===== config.mk =====
export PLATFORM = sky130hd
export DESIGN_NAME = mem_access_flat
export DESIGN_NICKNAME = d
export VERILOG_FILES = /design/src/rtl/mem_access_if.sv /design/src/rtl/mem_access.sv /design/src/flat_wrapper.sv
export SDC_FILE = /design/constraint.sdc
export NUM_CORES = 1
export LEC_CHECK = 0
export BUFFER_PORTS_ARGS = -buffer_cell sky130_fd_sc_hd__buf_2
export CAP_MARGIN = 5
export CORE_MARGIN = 5
export CORE_UTILIZATION = 44
export CTS_BUF_LIST = sky130_fd_sc_hd__clkbuf_16
export CTS_CLUSTER_DIAMETER = 50
export CTS_CLUSTER_SIZE = 8
export DETAILED_ROUTE_END_ITERATION = 8
export GPL_TIMING_DRIVEN = 0
export PLACE_DENSITY = 0.85
export RECOVER_POWER = 25
export SYNTH_ARGS = -nofsm -noshare
export SYNTH_HDL_FRONTEND = slang
export SYNTH_SLANG_ARGS = --single-unit

===== constraint.sdc =====
create_clock -name clk -period 1.9 [get_ports clk]
set_input_delay 0.19 -clock clk [delete_from_list [all_inputs] [get_ports clk]]
set_output_delay 0.19 -clock clk [all_outputs]
set_load 0.005 [all_outputs]

===== src/rtl/mem_access_if.sv =====
// mem_access_if: req/ack data bus between the memory-access stage and data memory.
interface mem_access_if;
    logic        req;
    logic        we;
    logic [31:0] addr;
    logic [3:0]  sel;
    logic [31:0] wdata;
    logic        ack;
    logic [31:0] rdata;
    modport master (output req, we, addr, sel, wdata, input ack, rdata);
    modport slave  (input req, we, addr, sel, wdata, output ack, rdata);
endinterface


===== src/rtl/mem_access.sv =====
// mem_access: pipeline memory-access stage; drives the data bus for loads/stores,
// stalls until ack, and aligns/extends big-endian load data for writeback.
module mem_access (
    input  logic        clk,
    input  logic        rst,
    input  logic [4:0]  exm_wd,
    input  logic        exm_wreg,
    input  logic [31:0] exm_wdata,
    input  logic [3:0]  exm_memop,
    input  logic [31:0] exm_addr,
    input  logic [31:0] exm_sdata,
    output logic [4:0]  mem_wd,
    output logic        mem_wreg,
    output logic [31:0] mem_wdata,
    output logic        stallreq,
    output logic        excp_misalign,
    mem_access_if.master dbus
);
    typedef enum logic [1:0] {IDLE, WAIT, DONE} state_t;
    state_t      state, state_nx;
    logic [31:0] rdata_q, ld_data;
    logic [7:0]  ld_b;
    logic [15:0] ld_h;
    logic        is_ld, is_st, is_h, is_w, mis, go, req;

    assign is_ld = exm_memop >= 4'h1 && exm_memop <= 4'h5;
    assign is_st = exm_memop >= 4'h9 && exm_memop <= 4'hb;
    assign is_h  = exm_memop == 4'h3 || exm_memop == 4'h4 || exm_memop == 4'ha;
    assign is_w  = exm_memop == 4'h5 || exm_memop == 4'hb;
    assign mis   = (is_h & exm_addr[0]) | (is_w & |exm_addr[1:0]);
    assign go    = (is_ld | is_st) & ~mis;
    assign req   = (state == IDLE && go) || state == WAIT;

    always_ff @(posedge clk or negedge rst)
        if (!rst) state <= IDLE;
        else      state <= state_nx;

    // An ack is only meaningful while a request is outstanding.
    always_ff @(posedge clk or negedge rst)
        if (!rst)                rdata_q <= '0;
        else if (req && dbus.ack) rdata_q <= dbus.rdata;

    always_comb
        state_nx = state == IDLE ? (go ? (dbus.ack ? DONE : WAIT) : IDLE) :
                   state == WAIT ? (dbus.ack ? DONE : WAIT) : IDLE;

    // Byte offset 0 is the [31:24] lane, so shift right by 8*(3-offset).
    always_comb begin
        ld_b = 8'(rdata_q >> {~exm_addr[1:0], 3'b000});
        ld_h = exm_addr[1] ? rdata_q[15:0] : rdata_q[31:16];
        ld_data = exm_memop == 4'h1 ? {{24{ld_b[7]}}, ld_b} :
                  exm_memop == 4'h2 ? {24'h0, ld_b} :
                  exm_memop == 4'h3 ? {{16{ld_h[15]}}, ld_h} :
                  exm_memop == 4'h4 ? {16'h0, ld_h} : rdata_q;
        mem_wd        = rst ? exm_wd : 5'h0;
        mem_wreg      = rst & exm_wreg & ~is_st & ~mis;
        mem_wdata     = !rst ? 32'h0 : (state == DONE && is_ld && !mis) ? ld_data : exm_wdata;
        stallreq      = rst & req;
        excp_misalign = rst & mis;
        dbus.req      = rst & req;
        dbus.we       = rst & is_st;
        dbus.addr     = rst ? {exm_addr[31:2], 2'b00} : 32'h0;
        dbus.sel      = !rst || !(is_ld || is_st) ? 4'h0 : is_w ? 4'hf :
                        is_h ? (exm_addr[1] ? 4'b0011 : 4'b1100) : 4'b1000 >> exm_addr[1:0];
        dbus.wdata    = !rst ? 32'h0 : exm_memop == 4'h9 ? {4{exm_sdata[7:0]}} :
                        exm_memop == 4'ha ? {2{exm_sdata[15:0]}} : exm_sdata;
    end
endmodule


===== src/flat_wrapper.sv =====
// flat-port wrapper written by rule: the top's interface ports become plain ports
module mem_access_flat 
  (clk, rst, exm_wd, exm_wreg, exm_wdata, exm_memop, exm_addr, exm_sdata, mem_wd, mem_wreg, mem_wdata, stallreq, excp_misalign, dbus_req, dbus_we, dbus_addr, dbus_sel, dbus_wdata, dbus_ack, dbus_rdata);
  mem_access_if dbus_i ();
  input  logic clk;
  input  logic rst;
  input  logic [4:0] exm_wd;
  input  logic exm_wreg;
  input  logic [31:0] exm_wdata;
  input  logic [3:0] exm_memop;
  input  logic [31:0] exm_addr;
  input  logic [31:0] exm_sdata;
  output logic [4:0] mem_wd;
  output logic mem_wreg;
  output logic [31:0] mem_wdata;
  output logic stallreq;
  output logic excp_misalign;
  output wire logic [$bits(dbus_i.req)-1:0] dbus_req;
  output wire logic [$bits(dbus_i.we)-1:0] dbus_we;
  output wire logic [$bits(dbus_i.addr)-1:0] dbus_addr;
  output wire logic [$bits(dbus_i.sel)-1:0] dbus_sel;
  output wire logic [$bits(dbus_i.wdata)-1:0] dbus_wdata;
  input wire logic [$bits(dbus_i.ack)-1:0] dbus_ack;
  input wire logic [$bits(dbus_i.rdata)-1:0] dbus_rdata;
  assign dbus_req = dbus_i.req;
  assign dbus_we = dbus_i.we;
  assign dbus_addr = dbus_i.addr;
  assign dbus_sel = dbus_i.sel;
  assign dbus_wdata = dbus_i.wdata;
  assign dbus_i.ack = dbus_ack;
  assign dbus_i.rdata = dbus_rdata;
  mem_access u_core (.clk(clk), .rst(rst), .exm_wd(exm_wd), .exm_wreg(exm_wreg), .exm_wdata(exm_wdata), .exm_memop(exm_memop), .exm_addr(exm_addr), .exm_sdata(exm_sdata), .mem_wd(mem_wd), .mem_wreg(mem_wreg), .mem_wdata(mem_wdata), .stallreq(stallreq), .excp_misalign(excp_misalign), .dbus(dbus_i));
endmodule

==> metrics.md, run 1 <==
| Metric | Value |
|---|---|
| Status | `finished with violations` |
| Failing checks | `setup timing` |
| Grt met3 use | `7.90%` |
| RSZ-0062 raised after global routing | `yes` |
| R2R Path Start | `u_core.state[1]` |
| Number of flops mapped to enable cells by yosys | `0` |
| Vias | `5157` |
| Clk buf depth | `2` |
| Hold Path Class | `in2reg` |
| Post-DP HPWL | `12.7 mm` |
| Worst-skew pair later-pin latency | `0.28 ns` |
| CTS tree | `yes` |
| Drc violations | `0` |
| Peak Freq | `454 MHz` |
| Arr. time, crit path | `2.01 ns` |
| Total Power | `0.00396 W` |
| Cell count after synthesis | `472` |
| 1st-iter DRT viols | `560` |
| Worst-path maximum fanout | `6` |
| M2 GR Usage | `50.2%` |
| WL/cell | `20.2 µm` |
| Row count | `34` |
| Seq cells post-synth | `34` |
| Number of H-tree levels | `2` |
| Nets | `891` |
| CP Launch Type | `register` |
| R2r setup slk | `0.17 ns` |
| Max Slew Vio Count | `0` |
| Initial antenna violation count | `0` |
| Placer's final routability congestion estimate | `0.907` |
| Power Dens Cells | `676 mW/mm²` |
| Synth top area cells | `dfrtp_1 22%, mux2_4 11%, and2_1 7.4%, a21oi_1 6.7%, o221a_1 6.4%` |
| Critical Path End Type | `output port` |
| Vias in the first global route | `5065` |
| Synth async-reset ratio | `100%` |
| Leak Pwr | `2.93 nW` |
| Post-layout min period | `2.20 ns` |
| Worst slew margin | `45.3%` |
| TritonRoute pass-1 iters | `8` |
| GRT Util Overall | `29.3%` |
| WS Path Type | `reg2out` |
| Max stage delay on crit path | `0.49 ns` |
| Routed Wire Length | `17.3 mm` |
| Met1 usage | `34.4%` |
| Initial Utilization | `44.9%` |
| DIE WIDTH | `104 µm` |
| Worst Setup SP | `u_core.rdata_q[31]` |
| Area Overhead vs Synth | `51.2%` |
| GRT Max-Usage Layer | `met2` |
| # IOs | `251` |
| R2R depth | `7` |
| Final Hold Viols | `0` |
| Drt via density | `6.00` |
| Num CTS Buffers | `5` |
| Most frequent cells after synthesis | `62 x nand2_1, 52 x a21oi_1, 46 x and2_1` |
| Final Skew | `0.00422 ns` |
| Register area share after synthesis | `22.0%` |
| Worst vdd ir | `0.000757 V` |
| Total of max-cap violations | `0` |
| Required @ worst endpoint | `1.71 ns` |
| Tcrit/Tclk final | `116%` |
| Worst-margin pin slew | `0.821 ns` |
| Most common cell in the netlist | `nand2_1` |
| Setup TNS | `-6.93 ns` |
| Yosys warns | `0` |
| Reg-to-Reg End | `u_core.rdata_q[10]` |
| Finish-stage setup viols | `39` |
| Share of layout cells above drive strength 1 | `51.9%` |
| Die Area | `0.0108 mm²` |
| Synth cell types | `51` |
| Share of the synthesized area in the top cell type | `22.0%` |
| Post-Syn Area per Cell | `8.21 µm²` |
| Largest net degree at the start of global routing | `35` |
| Mapped cell area | `0.00387 mm²` |
| Primary FF master, synth | `dfrtp_1` |
| Number of diodes | `0` |
| Core area | `0.00864 mm²` |
| Height of the die | `104 µm` |
| Largest area contributor in the netlist | `dfrtp_1` |
| Post-DRT Antenna Nets | `0` |
| DP Worst Slack | `-0.654 ns` |
| Worst hold path stage count | `2` |
| CP max-delay cell | `mux4_2` |
| Clk root buf | `clkbuf_16` |
| Hold path start | `dbus_ack` |
| Critical-path cell list | `mux4_2 -> nand3_2 -> nand3_4 -> buf_2 -> o221a_1 -> buf_2` |
| Clock slew at reported path FFs | `0.06 ns` |
| TritonCTS Sinks | `34` |
| Hold path endpoint | `u_core.state[0]` |
| CP dominant cell by count | `buf_2` |
| Global-route wire length before repair | `26.3 mm` |
| GR Overflow Total | `0` |
| Port bufs | `246` |
| Final setup margin | `-0.302 ns` |
[stage by stage]
stage	util (%)	instance area [µm²]	hold slack, ns	cells
after global routing	67.9	5860	0.108	859
after global placement	60.7	5250	0.338	827
after floorplan	-	3880	-0.106	473
after detailed placement	60.7	5250	0.347	827
after CTS	66.2	5710	0.101	848
final	67.9	5860	0.103	859
[critical path, delay by kind of cell (launching register included)]
family	cells	cell delay, ns
mux	1	0.49
compound gates	1	0.25
buf+inv	2	0.32
flops	1	0.43
simple gates	2	0.24
[repair_timing]
action	CTS	global route
endpoints found under the hold margin	34	0
cloned	2	1
hold buffers	2	0
pin swaps	9	16
resized for setup	52	33
setup buffers	13	12
endpoints found under the setup margin	75	49
[how the worst max path moves through the flow]
stage / endpoint / cells past startpoint
after floorplan: mem_wdata[0] / 8
final: mem_wdata[27] / 6
after CTS: mem_wdata[15] / 6
after global routing: mem_wdata[27] / 6
after detailed placement: stallreq / 6
after global placement: stallreq / 6
[routing by layer]
metal / share of wire, % / up-vias
met5: 0 / -
met4: 4.4 / 0
met3: 11 / 92
met2: 49 / 405
met1: 35 / 2377
li1: - / 2283
[cells in the final DEF, fill, tap and decap left out, types with 17 or more instances in the layout]
cell type	count
mux2_4	29
o221a_1	22
and2_1	45
buf_6	17
nand2_1	61
o21ai_0	40
buf_4	27
nor2_1	20
dfrtp_1	33
a21oi_1	49
buf_2	248
[power breakdown]
part | leakage (nW) | switching [W] | internal (W)
Sequential | 0.400 | 0.000340 | 0.000951
Combinational | 2.46 | 0.000853 | 0.00104
Clock | 0.0672 | 0.000302 | 0.000478
[final cells by class]
cell class	count	area, µm²
Fill cell	706	2780
Clock buffer	5	125
Clock inverter	3	16.3
Multi-Input combinational cell	376	2880
Inverter	10	38.8
Tap cell	108	135
Buffer	48	337
Timing Repair Buffer	275	1470
Sequential cell	34	852
[state kept, by name, indices dropped and copies added, names as in the netlist]
register	flops
u_core.rdata_q	32
u_core.state	2
[logic make-up after synthesis]
kind of cell           Yosys count  share of synthesized area [%]
AND/OR/NAND/NOR                168                           22.2
AO/OA/AOI/OAI                  164                           29.8
buffers and inverters           63                           8.65
multiplexers                    41                           17.0
flip-flops                      34                           22.0
XOR/XNOR                         1                          0.226
other                            1                         0.0968
Power figures use the tool's default switching activity.
==> inputs of run 2 (changes only) <==
==> constraint.sdc (replaced) <==
create_clock -name clk -period 1.9 [get_ports clk]
set_input_delay 0.19 -clock clk [delete_from_list [all_inputs] [get_ports clk]]
set_output_delay 0.19 -clock clk [all_outputs]
set_load 0.1 [all_outputs]
==> run 2 against run 1 <==
Effect of this change: the flow still finishes with violations (setup timing); first-iteration DRC count is 45% higher; global-route usage increased by 6.2 points; via count grew 8.5%; setup slack got worse by 0.13 ns; flip-flop and latch count did not move; final cell count increased by 0.35%; hold slack worse by 0.0042 ns; critical path type unchanged; largest power group unchanged.
==> metrics.md, run 2 (synthesis gave the netlist of run 1 again) <==
| Metric | Value |
|---|---|
| Drc violations | `0 (unchanged)` |
| Placed Cells | `827 (unchanged)` |
| Total of max-cap violations | `0 (unchanged)` |
| Worst vdd ir | `0.000877 V (was 0.000757 V)` |
| Max reg flops | `32 (unchanged)` |
| # IOs | `251 (unchanged)` |
| Vias | `5596 (was 5157)` |
| Vias in the first global route | `5608 (was 5065)` |
| Post-DP HPWL | `13.7 mm (was 12.7 mm)` |
| Worst-margin pin slew | `0.855 ns (was 0.821 ns)` |
| Crit path max-delay family | `multiplexers (unchanged)` |
| TritonCTS Sinks | `34 (unchanged)` |
| Crit. path cell count | `6 (unchanged)` |
| Commonest cells after routing, fill and taps aside | `172 x buf_2, 61 x nand2_1, 43 x and2_1, 42 x buf_4, 40 x o21ai_0 (was 248 x buf_2, 61 x nand2_1, 49 x a21oi_1, 45 x and2_1, 40 x o21ai_0)` |
| Routed Wire Length | `21.4 mm (was 17.3 mm)` |
| DIE WIDTH | `104 µm (unchanged)` |
| Nets | `894 (was 891)` |
| CP Launch Type | `register (unchanged)` |
| WS Path Type | `reg2out (unchanged)` |
| Clk root buf | `clkbuf_16 (unchanged)` |
| Clock Power Share | `13.5% (was 19.7%)` |
| Worst-skew pair later-pin latency | `0.28 ns (about the same)` |
| Placer's final routability congestion estimate | `0.910 (was 0.907)` |
| Finish-stage setup viols | `63 (was 39)` |
| Commonest non-fill, non-tap cell in the layout | `buf_2 (unchanged)` |
| Crit path buf inv count | `2 (unchanged)` |
| Switching portion of total power | `50.2% (was 37.8%)` |
| Power Dens Cells | `769 mW/mm² (was 676 mW/mm²)` |
| Global-route wire length before repair | `30.9 mm (was 26.3 mm)` |
| Core area | `0.00864 mm² (unchanged)` |
| Net Sw Power | `0.00290 W (was 0.00149 W)` |
| Peak Freq | `429 MHz (was 454 MHz)` |
| Max Slew Vio Count | `0 (unchanged)` |
| Failing checks | `setup timing (unchanged)` |
| Final setup margin | `-0.432 ns (was -0.302 ns)` |
| Clk buf depth | `2 (unchanged)` |
| Number of H-tree levels | `2 (unchanged)` |
| Drt via density | `6.49 (was 6.00)` |
| Number of diodes | `0 (unchanged)` |
| Die Area | `0.0108 mm² (unchanged)` |
| TritonRoute pass-1 iters | `5 (was 8)` |
| Required @ worst endpoint | `1.71 ns (about the same)` |
| Tcrit/Tclk final | `123% (was 116%)` |
| R2R depth | `9 (was 7)` |
| Critical-path cell list | `mux4_2 -> nand3_2 -> nand3_4 -> clkbuf_16 -> o221a_4 -> buf_12 (was mux4_2 -> nand3_2 -> nand3_4 -> buf_2 -> o221a_1 -> buf_2)` |
| Height of the die | `104 µm (unchanged)` |
| WL/cell | `24.8 µm (was 20.2 µm)` |
| Worst slew margin | `43.0% (was 45.3%)` |
| Initial Utilization | `44.9% (unchanged)` |
| Int Power | `0.00287 W (was 0.00246 W)` |
| R2r setup slk | `-0.03 ns (was 0.17 ns)` |
| Largest net degree at the start of global routing | `35 (unchanged)` |
| Final Skew | `0.00325 ns (was 0.00422 ns)` |
| CTS tree | `yes (unchanged)` |
| Row count | `34 (unchanged)` |
| Worst hold path stage count | `2 (unchanged)` |
| Post-layout min period | `2.33 ns (was 2.20 ns)` |
| Largest regs | `u_core.rdata_q x32, u_core.state x2 (unchanged)` |
| Num CTS Buffers | `5 (unchanged)` |
| Port bufs | `246 (unchanged)` |
| Sequential power share | `22.5% (was 32.6%)` |
| Final Hold Viols | `0 (unchanged)` |
| Initial antenna violation count | `0 (unchanged)` |
| Fillers | `399 (was 706)` |
| Combinational power share | `63.9% (was 47.7%)` |
| Worst-path maximum fanout | `8 (was 6)` |
| Largest reg by FF count | `u_core.rdata_q (unchanged)` |
| Leak Pwr | `3.40 nW (was 2.93 nW)` |
| Status | `finished with violations (unchanged)` |
| GR Overflow Total | `0 (unchanged)` |
| GRT Util Overall | `35.4% (was 29.3%)` |
| Fin cells | `862 (was 859)` |
| Area Overhead vs Synth | `93.8% (was 51.2%)` |
| Post-DRT Antenna Nets | `0 (unchanged)` |
| Clock slew at reported path FFs | `0.05 ns (was 0.06 ns)` |
| Min Hold Slack | `0.0987 ns (was 0.103 ns)` |
| Hold Path Class | `in2reg (unchanged)` |
| Share of layout cells above drive strength 1 | `62.5% (was 51.9%)` |
| 1st-iter DRT viols | `812 (was 560)` |
| CP max-delay cell | `mux4_2 (unchanged)` |
| Arr. time, crit path | `2.14 ns (was 2.01 ns)` |
| Max stage delay on crit path | `0.50 ns (was 0.49 ns)` |
| Finished Core Util | `87.0% (was 67.9%)` |
| RSZ-0062 raised after global routing | `yes (unchanged)` |
| Critical Path End Type | `output port (unchanged)` |
## run 2: stage by stage
step | TNS [ns] | cell area, µm² | setup WS, ns | total power, W
global placement | -58.63 | 5970 | -1.04 | 0.00416
global route | -14.32 | 7510 | -0.478 | 0.00591
CTS | -10.95 | 7160 | -0.396 | 0.00543
finish | -12.52 | 7510 | -0.432 | 0.00577
detailed placement | -64.74 | 5970 | -1.10 | 0.00422
floorplan | -6.94 | 4600 | -0.556 | 0.00354
## run 2: final cells by class
| type | count | area [µm²] | share of cell area [%] |
|---|---|---|---|
| multi-input cells | 376 | 3630 | 48.3 |
| well taps | 108 | 135 | 1.80 |
| clock buffers | 5 | 125 | 1.67 |
| repair buffers | 278 | 2290 | 30.5 |
| inverters | 10 | 42.5 | 0.566 |
| plain buffers | 48 | 424 | 5.65 |
| clock inverters | 3 | 16.3 | 0.217 |
| flip-flops and latches | 34 | 851 | 11.3 |
## run 2: per-layer routing
| layer | part of all wire [%] | vias up | track usage [%] |
|---|---|---|---|
| li1 | - | 2287 | - |
| met1 | 34 | 2623 | 40.8 |
| met2 | 49 | 523 | 60.5 |
| met3 | 11 | 163 | 8.52 |
| met4 | 6.6 | 0 | 18.7 |
| met5 | 0 | - | 0 |
## run 2: power groups by stage
stage	combinational [W]	sequential, W	clock, W
detailed placement	0.00296	0.00126	0
global placement	0.00291	0.00125	0
global route	0.00380	0.00129	0.000821
CTS	0.00340	0.00124	0.000783
floorplan	0.00243	0.00111	0
finish	0.00369	0.00130	0.000782
## run 2: worst paths after layout
check                              startpoint                 end
max reg2reg                   u_core.state[1]  u_core.rdata_q[21]
min reg2reg                u_core.rdata_q[13]  u_core.rdata_q[13]
max in group asynchronous                 rst     u_core.state[0]
min                                  dbus_ack     u_core.state[0]
max                        u_core.rdata_q[23]       mem_wdata[11]
min in group asynchronous                 rst  u_core.rdata_q[23]
## run 2: repair_timing
| item | 4_1_cts | 5_1_grt |
|---|---|---|
| gates resized for setup | 240 | 81 |
| hold buffers | 2 | 0 |
| hold endpoints to repair | 34 | 0 |
| buffers inserted | 19 | 7 |
| pin swaps | 15 | 17 |
| setup endpoints to repair | 108 | 63 |
| cloned | 3 | 1 |
==> inputs of run 3 (changes only) <==
--- a/config.mk
+++ b/config.mk
@@ -14,6 +14,7 @@
 export CTS_CLUSTER_SIZE = 8
 export DETAILED_ROUTE_END_ITERATION = 8
 export GPL_TIMING_DRIVEN = 0
+export HOLD_SLACK_MARGIN = 0.15
 export PLACE_DENSITY = 0.85
 export RECOVER_POWER = 25
 export SYNTH_ARGS = -nofsm -noshare
==> run 3 against run 2 <==
Effect of this change: the run ends with DRC, setup timing left; setup slack got worse by 0.12 ns; die area unchanged; clock skew about the same; critical path depth increased by 1; global-route usage increased by 2.3 points; non-clock buffer count increased by 25; core utilization increased by 4.2 points; critical path type unchanged; critical endpoint is now mem_wdata[6]; highest routed layer unchanged.
==> metrics.md, run 3 (synthesis gave the netlist of run 1 again) <==
| Metric | Value |
|---|---|
| Largest net degree at the start of global routing | `35 (unchanged)` |
| CTS tree | `yes (unchanged)` |
| CP Launch Type | `register (unchanged)` |
| WS Path Type | `reg2out (unchanged)` |
| Crit path buf inv count | `3 (was 2)` |
| Worst-path maximum fanout | `5 (was 8)` |
| Fillers | `325 (was 399)` |
| Global-route wire length before repair | `32.9 mm (was 30.9 mm)` |
| DP Worst Slack | `-1.10 ns (unchanged)` |
| Commonest non-fill, non-tap cell in the layout | `buf_2 (unchanged)` |
| Status | `finished with violations (unchanged)` |
| Largest reg by FF count | `u_core.rdata_q (unchanged)` |
| Clk root buf | `clkbuf_16 (unchanged)` |
| Final Skew | `0.00311 ns (was 0.00325 ns)` |
| Total of max-cap violations | `0 (unchanged)` |
| DIE WIDTH | `104 µm (unchanged)` |
| Fin cells | `889 (was 862)` |
| Finish-stage setup viols | `60 (was 63)` |
| Port bufs | `246 (unchanged)` |
| GRT Util Overall | `37.7% (was 35.4%)` |
| Height of the die | `104 µm (unchanged)` |
| Worst vdd ir | `0.000898 V (was 0.000877 V)` |
| Largest regs | `u_core.rdata_q x32, u_core.state x2 (unchanged)` |
| R2R Path Start | `u_core.state[1] (unchanged)` |
| Worst slew margin | `39.7% (was 43.0%)` |
| Vias | `6102 (was 5596)` |
| Drt via density | `6.86 (was 6.49)` |
| Routed Wire Length | `25.6 mm (was 21.4 mm)` |
| Worst-skew pair later-pin latency | `0.29 ns (was 0.28 ns)` |
| Vias in the first global route | `5841 (was 5608)` |
| Max Slew Vio Count | `0 (unchanged)` |
| Initial antenna violation count | `2 (was 0)` |
| Clock Power Share | `13.4% (was 13.5%)` |
| Num CTS Buffers | `5 (unchanged)` |
| Peak Freq | `407 MHz (was 429 MHz)` |
| Hold path start | `dbus_rdata[11] (was dbus_ack)` |
| RSZ-0062 raised after global routing | `yes (unchanged)` |
| Finished Core Util | `91.2% (was 87.0%)` |
| Power Dens Cells | `775 mW/mm² (was 769 mW/mm²)` |
| Max stage delay on crit path | `0.43 ns (was 0.50 ns)` |
| Post-layout min period | `2.46 ns (was 2.33 ns)` |
| Post-DRT Antenna Nets | `0 (unchanged)` |
| Initial Utilization | `44.9% (unchanged)` |
| Critical-path cell list | `nor3b_2 -> and4_4 -> buf_8 -> buf_6 -> a21oi_1 -> a311oi_4 -> buf_12 (was mux4_2 -> nand3_2 -> nand3_4 -> clkbuf_16 -> o221a_4 -> buf_12)` |
| Net Sw Power | `0.00315 W (was 0.00290 W)` |
| Area Overhead vs Synth | `103% (was 93.8%)` |
| TritonCTS Sinks | `34 (unchanged)` |
| GR Overflow Total | `0 (unchanged)` |
| Core area | `0.00864 mm² (unchanged)` |
| Row count | `34 (unchanged)` |
| Share of layout cells above drive strength 1 | `62.0% (was 62.5%)` |
| Final setup margin | `-0.556 ns (was -0.432 ns)` |
| Setup TNS | `-15.56 ns (was -12.52 ns)` |
| Total Power | `0.00610 W (was 0.00577 W)` |
| Post-DP HPWL | `13.7 mm (unchanged)` |
| Required @ worst endpoint | `1.71 ns (about the same)` |
| Max reg flops | `32 (unchanged)` |
| Sequential power share | `22.3% (was 22.5%)` |
| Commonest cells after routing, fill and taps aside | `172 x buf_2, 61 x nand2_1, 44 x buf_4, 44 x and2_1, 39 x buf_12 (was 172 x buf_2, 61 x nand2_1, 43 x and2_1, 42 x buf_4, 40 x o21ai_0)` |
| # IOs | `251 (unchanged)` |
| Arr. time, crit path | `2.27 ns (was 2.14 ns)` |
| CP max-delay cell | `a311oi_4 (was mux4_2)` |
| TritonRoute pass-1 iters | `9 (was 5)` |
| Tcrit/Tclk final | `129% (was 123%)` |
| FF+latch area | `851 µm² (unchanged)` |
| Combinational power share | `64.3% (was 63.9%)` |
| Failing checks | `DRC, setup timing (was setup timing)` |
| Final Hold Viols | `0 (unchanged)` |
| Worst Setup SP | `u_core.state[0] (was u_core.rdata_q[23])` |
| Leak Pwr | `3.54 nW (was 3.40 nW)` |
| Crit path max-delay family | `compound AO/OA/AOI/OAI gates (was multiplexers)` |
| Switching portion of total power | `51.6% (was 50.2%)` |
| 1st-iter DRT viols | `914 (was 812)` |
| Hold Path Class | `in2reg (unchanged)` |
| Critical Path End Type | `output port (unchanged)` |
| Die Area | `0.0108 mm² (unchanged)` |
| Worst-margin pin slew | `0.904 ns (was 0.855 ns)` |
| Placer's final routability congestion estimate | `0.910 (unchanged)` |
| Area of the multi-input gates | `0.00369 mm² (was 0.00363 mm²)` |
| Int Power | `0.00295 W (was 0.00287 W)` |
| Placed Cells | `827 (unchanged)` |
| Clock slew at reported path FFs | `0.06 ns (was 0.05 ns)` |
| Clk buf depth | `2 (unchanged)` |
| WL/cell | `28.8 µm (was 24.8 µm)` |
| Drc violations | `3 (was 0)` |
| Number of H-tree levels | `2 (unchanged)` |
| Nets | `919 (was 894)` |
-- run 3: per-stage QoR --
step / area, µm² / hold WS [ns]
2_1_floorplan: 4600 / -0.106
3_3_place_gp: 5970 / 0.345
3_5_place_dp: 5970 / 0.358
4_1_cts: 7380 / 0.150
5_1_grt: 7870 / 0.141
6_report: 7870 / 0.143
-- run 3: area by class of cell --
type / instances / area share, %
antenna: 2 / 0.0636
clock inverter: 3 / 0.207
clock buffer: 5 / 1.59
sequential: 34 / 10.8
multi-input combinational: 376 / 46.9
tap: 108 / 1.72
timing repair buffer: 303 / 32.7
inverter: 10 / 0.540
buffer: 48 / 5.47
-- run 3: final timing paths --
path	slack (ns)	cells after the start	end
worst max-delay path	-0.56	7	mem_wdata[6]
worst min-delay path	0.14	2	u_core.rdata_q[11]
worst max register to register	0.02	8	u_core.rdata_q[17]
worst min register to register	0.56	1	u_core.rdata_q[11]
max in group asynchronous	0.37	3	u_core.state[0]
min in group asynchronous	0.95	3	u_core.rdata_q[31]
-- run 3: what timing repair did --
| item | in CTS | in global routing |
|---|---|---|
| hold endpoints to repair | 56 | 0 |
| gates cloned | 3 | 5 |
| endpoints found under the setup margin | 108 | 80 |
| pin swaps | 15 | 27 |
| hold buffers | 24 | 0 |
| buffers inserted | 19 | 7 |
| resized for setup | 240 | 96 |
-- run 3: power by group through the flow --
stage          logic [W]  registers (W)  clock network [W]
2_1_floorplan    0.00243        0.00111                  0
3_3_place_gp     0.00291        0.00125                  0
3_5_place_dp     0.00296        0.00126                  0
4_1_cts          0.00343        0.00124           0.000783
5_1_grt          0.00402        0.00134           0.000850
6_report         0.00392        0.00136           0.000817
-- run 3: layer usage --
layer  global-route usage [%]  wire length, µm  part of all wire [%]
met3                     10.8             3260                    13
met1                     42.4             8070                    32
met5                        0                0                     0
met2                     63.7            11900                    46
met4                     21.0             2390                   9.3
